$ cat src/rtl/reorder_buffer_if.sv
// Dispatch / CDB / commit / lookup bundle between the core and the reorder buffer.
interface reorder_buffer_if #(
    parameter int unsigned TAG_W  = 3,
    parameter int unsigned DATA_W = 32
);
    logic              flush;
    logic              alloc_req;
    logic [4:0]        alloc_rd;
    logic              alloc_ready;
    logic [TAG_W-1:0]  alloc_tag;
    logic              cdb_valid;
    logic [TAG_W-1:0]  cdb_tag;
    logic [DATA_W-1:0] cdb_data;
    logic              commit_load;
    logic [4:0]        commit_dest;
    logic [DATA_W-1:0] commit_data;
    logic [TAG_W-1:0]  commit_tag;
    logic [TAG_W-1:0]  lk_tag_a;
    logic [TAG_W-1:0]  lk_tag_b;
    logic [DATA_W-1:0] lk_data_a;
    logic [DATA_W-1:0] lk_data_b;
    logic              lk_ready_a;
    logic              lk_ready_b;
    logic [TAG_W:0]    count;
    logic              empty;
    logic              full;

    modport master (
        output flush, alloc_req, alloc_rd, cdb_valid, cdb_tag, cdb_data, lk_tag_a, lk_tag_b,
        input  alloc_ready, alloc_tag, commit_load, commit_dest, commit_data, commit_tag,
               lk_data_a, lk_data_b, lk_ready_a, lk_ready_b, count, empty, full
    );

    modport slave (
        input  flush, alloc_req, alloc_rd, cdb_valid, cdb_tag, cdb_data, lk_tag_a, lk_tag_b,
        output alloc_ready, alloc_tag, commit_load, commit_dest, commit_data, commit_tag,
               lk_data_a, lk_data_b, lk_ready_a, lk_ready_b, count, empty, full
    );
endinterface

$ cat src/rtl/reorder_buffer.sv
// Circular in-order reorder buffer: hands out tags, captures CDB results,
// retires in program order and serves operand lookups for in-flight tags.
module reorder_buffer #(
    parameter int unsigned DEPTH  = 8,
    parameter int unsigned TAG_W  = 3,
    parameter int unsigned DATA_W = 32
) (
    input logic            clk,
    input logic            rst,
    reorder_buffer_if.slave bus
);
    localparam int unsigned RD_W  = 5;
    localparam int unsigned CNT_W = TAG_W + 1;

    typedef enum logic [1:0] {
        E_FREE   = 2'd0,
        E_ISSUED = 2'd1,
        E_DONE   = 2'd2
    } entry_state_e;

    entry_state_e      state_q [DEPTH];
    logic [RD_W-1:0]   rd_q    [DEPTH];
    logic [DATA_W-1:0] data_q  [DEPTH];
    logic [TAG_W-1:0]  head_q;
    logic [TAG_W-1:0]  tail_q;
    logic [CNT_W-1:0]  count_q;

    logic full_c;
    logic alloc_ok_c;
    logic commit_ok_c;
    logic cdb_hit_c;

    // Status and handshake decode from registered state; full uses the pre-edge count.
    assign full_c      = (count_q == CNT_W'(DEPTH));
    assign alloc_ok_c  = bus.alloc_req && !full_c;
    assign commit_ok_c = !bus.flush && (state_q[head_q] == E_DONE);
    assign cdb_hit_c   = bus.cdb_valid && (state_q[bus.cdb_tag] == E_ISSUED);

    assign bus.alloc_ready = !full_c;
    assign bus.alloc_tag   = tail_q;
    assign bus.commit_load = commit_ok_c;
    assign bus.commit_dest = rd_q[head_q];
    assign bus.commit_data = data_q[head_q];
    assign bus.commit_tag  = head_q;
    assign bus.count       = count_q;
    assign bus.empty       = (count_q == '0);
    assign bus.full        = full_c;

    // Operand lookup: same-cycle CDB bypass for an issued entry, else stored result when done.
    function automatic logic [DATA_W:0] lookup(input logic [TAG_W-1:0] tag);
        logic [DATA_W:0] res;
        res = '0;
        if (bus.cdb_valid && (bus.cdb_tag == tag) && (state_q[tag] == E_ISSUED)) begin
            res = {1'b1, bus.cdb_data};
        end else if (state_q[tag] == E_DONE) begin
            res = {1'b1, data_q[tag]};
        end
        return res;
    endfunction

    // Lookup port A.
    always_comb begin
        {bus.lk_ready_a, bus.lk_data_a} = lookup(bus.lk_tag_a);
    end

    // Lookup port B.
    always_comb begin
        {bus.lk_ready_b, bus.lk_data_b} = lookup(bus.lk_tag_b);
    end

    // Entry state, pointers and occupancy; flush squashes everything in flight.
    always_ff @(posedge clk or negedge rst) begin
        if (!rst) begin
            for (int i = 0; i < int'(DEPTH); i++) begin
                state_q[i] <= E_FREE;
                rd_q[i]    <= '0;
                data_q[i]  <= '0;
            end
            head_q  <= '0;
            tail_q  <= '0;
            count_q <= '0;
        end else if (bus.flush) begin
            for (int i = 0; i < int'(DEPTH); i++) begin
                state_q[i] <= E_FREE;
            end
            head_q  <= '0;
            tail_q  <= '0;
            count_q <= '0;
        end else begin
            // The CDB only targets issued entries, which are never the head being retired
            // nor the free tail slot being allocated, so these updates never collide.
            if (cdb_hit_c) begin
                state_q[bus.cdb_tag] <= E_DONE;
                data_q[bus.cdb_tag]  <= bus.cdb_data;
            end
            if (commit_ok_c) begin
                state_q[head_q] <= E_FREE;
                head_q          <= head_q + TAG_W'(1);
            end
            if (alloc_ok_c) begin
                state_q[tail_q] <= E_ISSUED;
                rd_q[tail_q]    <= bus.alloc_rd;
                tail_q          <= tail_q + TAG_W'(1);
            end
            count_q <= count_q + CNT_W'(alloc_ok_c) - CNT_W'(commit_ok_c);
        end
    end
endmodule

$ cat src/flat_wrapper.sv
// flat-port wrapper written by rule: the top's interface ports become plain ports
module reorder_buffer_flat 
#(
    parameter int unsigned DEPTH  = 8,
    parameter int unsigned TAG_W  = 3,
    parameter int unsigned DATA_W = 32
)
  (clk, rst, bus_flush, bus_alloc_req, bus_alloc_rd, bus_cdb_valid, bus_cdb_tag, bus_cdb_data, bus_lk_tag_a, bus_lk_tag_b, bus_alloc_ready, bus_alloc_tag, bus_commit_load, bus_commit_dest, bus_commit_data, bus_commit_tag, bus_lk_data_a, bus_lk_data_b, bus_lk_ready_a, bus_lk_ready_b, bus_count, bus_empty, bus_full);
  reorder_buffer_if #(.TAG_W(TAG_W), .DATA_W(DATA_W)) bus_i ();
  input logic clk;
  input logic rst;
  input wire logic [$bits(bus_i.flush)-1:0] bus_flush;
  input wire logic [$bits(bus_i.alloc_req)-1:0] bus_alloc_req;
  input wire logic [$bits(bus_i.alloc_rd)-1:0] bus_alloc_rd;
  input wire logic [$bits(bus_i.cdb_valid)-1:0] bus_cdb_valid;
  input wire logic [$bits(bus_i.cdb_tag)-1:0] bus_cdb_tag;
  input wire logic [$bits(bus_i.cdb_data)-1:0] bus_cdb_data;
  input wire logic [$bits(bus_i.lk_tag_a)-1:0] bus_lk_tag_a;
  input wire logic [$bits(bus_i.lk_tag_b)-1:0] bus_lk_tag_b;
  output wire logic [$bits(bus_i.alloc_ready)-1:0] bus_alloc_ready;
  output wire logic [$bits(bus_i.alloc_tag)-1:0] bus_alloc_tag;
  output wire logic [$bits(bus_i.commit_load)-1:0] bus_commit_load;
  output wire logic [$bits(bus_i.commit_dest)-1:0] bus_commit_dest;
  output wire logic [$bits(bus_i.commit_data)-1:0] bus_commit_data;
  output wire logic [$bits(bus_i.commit_tag)-1:0] bus_commit_tag;
  output wire logic [$bits(bus_i.lk_data_a)-1:0] bus_lk_data_a;
  output wire logic [$bits(bus_i.lk_data_b)-1:0] bus_lk_data_b;
  output wire logic [$bits(bus_i.lk_ready_a)-1:0] bus_lk_ready_a;
  output wire logic [$bits(bus_i.lk_ready_b)-1:0] bus_lk_ready_b;
  output wire logic [$bits(bus_i.count)-1:0] bus_count;
  output wire logic [$bits(bus_i.empty)-1:0] bus_empty;
  output wire logic [$bits(bus_i.full)-1:0] bus_full;
  assign bus_i.flush = bus_flush;
  assign bus_i.alloc_req = bus_alloc_req;
  assign bus_i.alloc_rd = bus_alloc_rd;
  assign bus_i.cdb_valid = bus_cdb_valid;
  assign bus_i.cdb_tag = bus_cdb_tag;
  assign bus_i.cdb_data = bus_cdb_data;
  assign bus_i.lk_tag_a = bus_lk_tag_a;
  assign bus_i.lk_tag_b = bus_lk_tag_b;
  assign bus_alloc_ready = bus_i.alloc_ready;
  assign bus_alloc_tag = bus_i.alloc_tag;
  assign bus_commit_load = bus_i.commit_load;
  assign bus_commit_dest = bus_i.commit_dest;
  assign bus_commit_data = bus_i.commit_data;
  assign bus_commit_tag = bus_i.commit_tag;
  assign bus_lk_data_a = bus_i.lk_data_a;
  assign bus_lk_data_b = bus_i.lk_data_b;
  assign bus_lk_ready_a = bus_i.lk_ready_a;
  assign bus_lk_ready_b = bus_i.lk_ready_b;
  assign bus_count = bus_i.count;
  assign bus_empty = bus_i.empty;
  assign bus_full = bus_i.full;
  reorder_buffer #(.DEPTH(DEPTH), .TAG_W(TAG_W), .DATA_W(DATA_W)) u_core (.clk(clk), .rst(rst), .bus(bus_i));
endmodule
$ cat config.mk
export PLATFORM = sky130hd
export DESIGN_NAME = reorder_buffer_flat
export DESIGN_NICKNAME = d
export VERILOG_FILES = /design/src/rtl/reorder_buffer_if.sv /design/src/rtl/reorder_buffer.sv /design/src/flat_wrapper.sv
export SDC_FILE = /design/constraint.sdc
export NUM_CORES = 1
export LEC_CHECK = 0
export CAP_MARGIN = 5
export CORE_MARGIN = 1
export CORE_UTILIZATION = 40
export DETAILED_ROUTE_END_ITERATION = 7
export MAX_ROUTING_LAYER = met4
export PLACE_DENSITY = 0.61
export SYNTH_ARGS = -nofsm -noshare
export SYNTH_HDL_FRONTEND = slang
export SYNTH_SLANG_ARGS = --single-unit
$ cat constraint.sdc
create_clock -name clk -period 5.1 [get_ports clk]
set_clock_uncertainty 0.15 [all_clocks]
set_input_delay 0.51 -clock clk [delete_from_list [all_inputs] [get_ports clk]]
set_output_delay 0.51 -clock clk [all_outputs]
set_load 0.02 [all_outputs]
==> flow_metrics.py <==
metrics = {
    "run_status": {
        "outcome": "finished clean",
    },
    "clock_tree": {
        "cts_setup_buffers": 0,
        "worstSkewPairLatency_ns": 0.53,
        "clkSlewWorstSetupHoldPaths_ns": 0.06,
        "clock-root-buffer": "clkbuf_16",
        "clock_sinks": 322,
        "cts_buffers": 38,
        "cts_buffer_depth": 3,
        "htreeDepth": 2,
        "cts_tree": "done",
        "cts-resized-gates": 0,
    },
    "sta": {
        "finalWorstSetupSlack_ns": 0.715,
        "period_needed_ns": 4.39,
        "worst_pin_slew_ns": 1.18,
        "drv_slew": 0,
        "finalSetupViolCount": 0,
        "tns_ns": 0,
        "hold_violations": 0,
        "slew_headroom_pct": 21.4,
        "period_share_pct": 86.0,
        "rsz0062_at_grt": "false",
        "max_freq_mhz": 228,
    },
    "global_route": {
        "grt_pass1_wl_mm": 93.3,
        "grt_pass1_vias": 14800,
        "grt_util_met1_pct": 33.5,
        "grt_antenna_before_repair": 3,
        "met2_usage_pct": 38.9,
        "overflow": 0,
        "met3_usage_pct": 4.06,
        "grt_max_degree": 117,
        "grt.busiest_layer": "met2",
        "grt.total_usage_pct": 25.1,
    },
    "routing": {
        "antenna_left": 0,
        "dr.pass1.iters": 5,
        "vias": 14200,
        "finalWirelength_mm": 61.0,
        "drc": 0,
        "vias_per_cell": 6.21,
        "avgRoutedWirePerCell_um": 26.7,
        "first_iter_violations": 1393,
    },
    "logic_synthesis": {
        "synth_cells": 1504,
        "syn_area_per_cell_sq_um": 13.3,
        "ys_warn_count": 0,
        "synth_edf_count": 0,
        "synth-seq-cells": 322,
        "synthArstFlopShare_pct": 100,
        "synth_area_sq_um": 20100,
        "yosysSeqAreaShare_pct": 40.2,
        "ys_types": 60,
        "synth_ff_type": "dfrtp_1",
        "syn-num-nets": 1564,
    },
    "floorplan": {
        "row_count": 81,
        "die_h_um": 226,
        "die-area_sq_um": 51000,
        "ios": 168,
        "die_w_um": 226,
        "core_area_sq_um": 49200,
        "start_util_pct": 40.8,
    },
    "placement": {
        "port_buffers": 167,
        "hpwl_mm": 38.0,
        "place_congestion": 0.901,
        "pre_cts_ws_ns": 0.861,
    },
    "worst_setup_path": {
        "start_kind": "flop",
        "r2r-start": "u_core.bus.commit_tag[0]$_DFFE_PN0P_",
        "worstSetupPathType": "flop to primary output",
        "r2r_slack_ns": 1.32,
        "r2r_end": "u_core.bus.count[3]$_DFF_PN0_",
        "worstPathRequired_ns": 4.44,
        "crit_path_end_kind": "primary output",
        "cp.arrival_ns": 3.73,
        "reg2regPathDepth": 11,
        "worstPathMaxFanout": 49,
    },
    "hold_path": {
        "worstHoldEndpoint": "u_core.rd_q[14]$_DFFE_PN0P_",
        "hold_path.startpoint": "u_core.rd_q[14]$_DFFE_PN0P_",
        "hold_depth": 1,
        "hp-class": "flop to flop",
    },
    "pwr": {
        "pwr_density_cell_nw_per_um2": 331,
        "p_leak_nw": 9.74,
        "ir_drop_v": 0.000173,
    },
    "finish": {
        "layout-drive-gt1-share_pct": 38.6,
        "area_growth_pct": 17.8,
        "post-route-util_pct": 48.0,
        "nets": 1652,
    },
    "job": {
        "drv_cap": 0,
    },
}
==> cell families after synthesis <==
logic type                 Yosys count  share of synthesized area (%)
buffers and inverters              178                           3.72
and+or+nand+nor                    120                           3.22
DFF                                322                           40.2
muxes                              614                           42.3
adders and majority gates            9                          0.599
xor gates and xnor gates            10                          0.437
AOI/OAI and AO/OA                  251                           9.58
==> timing repair <==
action / CTS / global route
setup endpoints to repair: 0 / 0
hold endpoints to repair: 107 / 0
hold buffers: 1 / 0
==> flip-flops by register name, indices dropped and copies added (netlist names) <==
signal	count
u_core.bus.alloc_tag	3
u_core.bus.commit_tag	3
u_core.state_q	16
u_core.rd_q	40
u_core.data_q	256
u_core.bus.count	4
==> cell type report <==
class / instances / area [sq um]
inverter: 16 / 60.1
clock buffer: 58 / 1140
clock inverter: 7 / 88.8
timing repair buffer: 210 / 2090
antenna: 2 / 5.00
multi-input combinational: 1004 / 11300
tap: 664 / 831
fill: 4316 / 25500
sequential: 322 / 8070
==> synthesized netlist by cell type (all sizes together) (5+ instances only) <==
| cell | n | share of area [%] |
|---|---|---|
| dfrtp | 322 | 40 |
| inv | 16 | 0.30 |
| nand2 | 23 | 0.43 |
| o22a | 35 | 1.5 |
| o311ai | 5 | 0.22 |
| nand2b | 6 | 0.19 |
| nor3 | 5 | 0.12 |
| mux2i | 104 | 5.2 |
| xnor2 | 8 | 0.35 |
| o2bb2ai | 61 | 2.7 |
| nor2b | 17 | 0.53 |
| clkbuf | 68 | 1.3 |
| nor2 | 33 | 0.62 |
| a21oi | 7 | 0.23 |
| nand3 | 8 | 0.22 |
| mux4 | 140 | 16 |
| a22oi | 71 | 2.7 |
| mux2 | 370 | 21 |
| ha | 8 | 0.50 |
| o21ai | 42 | 1.0 |
| buf | 94 | 2.1 |
==> worst max path at each step <==
stage	from	to	slack, ns	cells after the start
2_1_floorplan	u_core.bus.commit_tag[0]$_DFFE_PN0P_	u_core.bus.count[1]$_DFF_PN0_	1.85	10
3_3_place_gp	bus_lk_tag_b[0]	bus_lk_data_b[26]	0.86	8
3_5_place_dp	bus_lk_tag_b[0]	bus_lk_data_b[26]	0.86	8
4_1_cts	u_core.state_q[9]$_DFF_PN0_	bus_lk_data_b[26]	0.75	7
5_1_grt	u_core.bus.commit_tag[0]$_DFFE_PN0P_	bus_commit_data[2]	0.65	6
6_report	u_core.bus.commit_tag[0]$_DFFE_PN0P_	bus_commit_data[3]	0.71	6
==> power by group <==
group,total [mW],internal (mW),switching (mW)
Sequential,3.35,2.97,0.377
Clock,2.70,1.64,1.06
Combinational,1.78,1.04,0.745
Total,7.83,5.65,2.18
==> per-layer routing <==
layer  wire, um  vias to the layer above  share of wire [%]
li1           -                     6040                  -
met1      26500                     7522                 43
met2      29100                      506                 48
met3       3520                      103                5.8
met4       1840                        0                3.0
met5          0                        -                  0
==> stage by stage <==
stage	std cells	power, mW	hold WS (ns)	area [sq um]
after floorplan	1504	4.54	0.0644	20100
after global placement	2215	5.11	0.333	22400
after detailed placement	2215	5.17	0.342	22400
after CTS	2281	7.90	0.356	23600
after global routing	2283	8.19	0.360	23600
final	2283	7.83	0.352	23600
==> layout by cell type, fill, tap and decap left out, types with 9 or more instances in the layout <==
cell,Yosys,layout
clkbuf_1,68,12
inv_1,16,16
nor2b_1,17,16
mux2i_1,104,104
clkbuf_16,0,41
o21ai_0,42,42
mux4_2,140,140
clkdlybuf4s50_1,0,160
mux2_4,30,30
nand2_1,23,21
o2bb2ai_1,61,61
nor2_1,33,30
mux2_1,13,13
mux2_2,327,327
dfrtp_1,322,319
a22oi_1,71,71
buf_4,0,37
o22a_1,35,35
buf_12,0,9
==> worst max-delay path, stage by stage (launching register included) <==
cell and delay (ns):
dfrtp_4 0.99, buf_4 0.61, mux2_2 0.40, a22oi_1 0.19, o22a_1 0.16, o21ai_0 0.16, clkdlybuf4s50_1 0.61
Note: power is estimated with default switching activity, not from simulation.
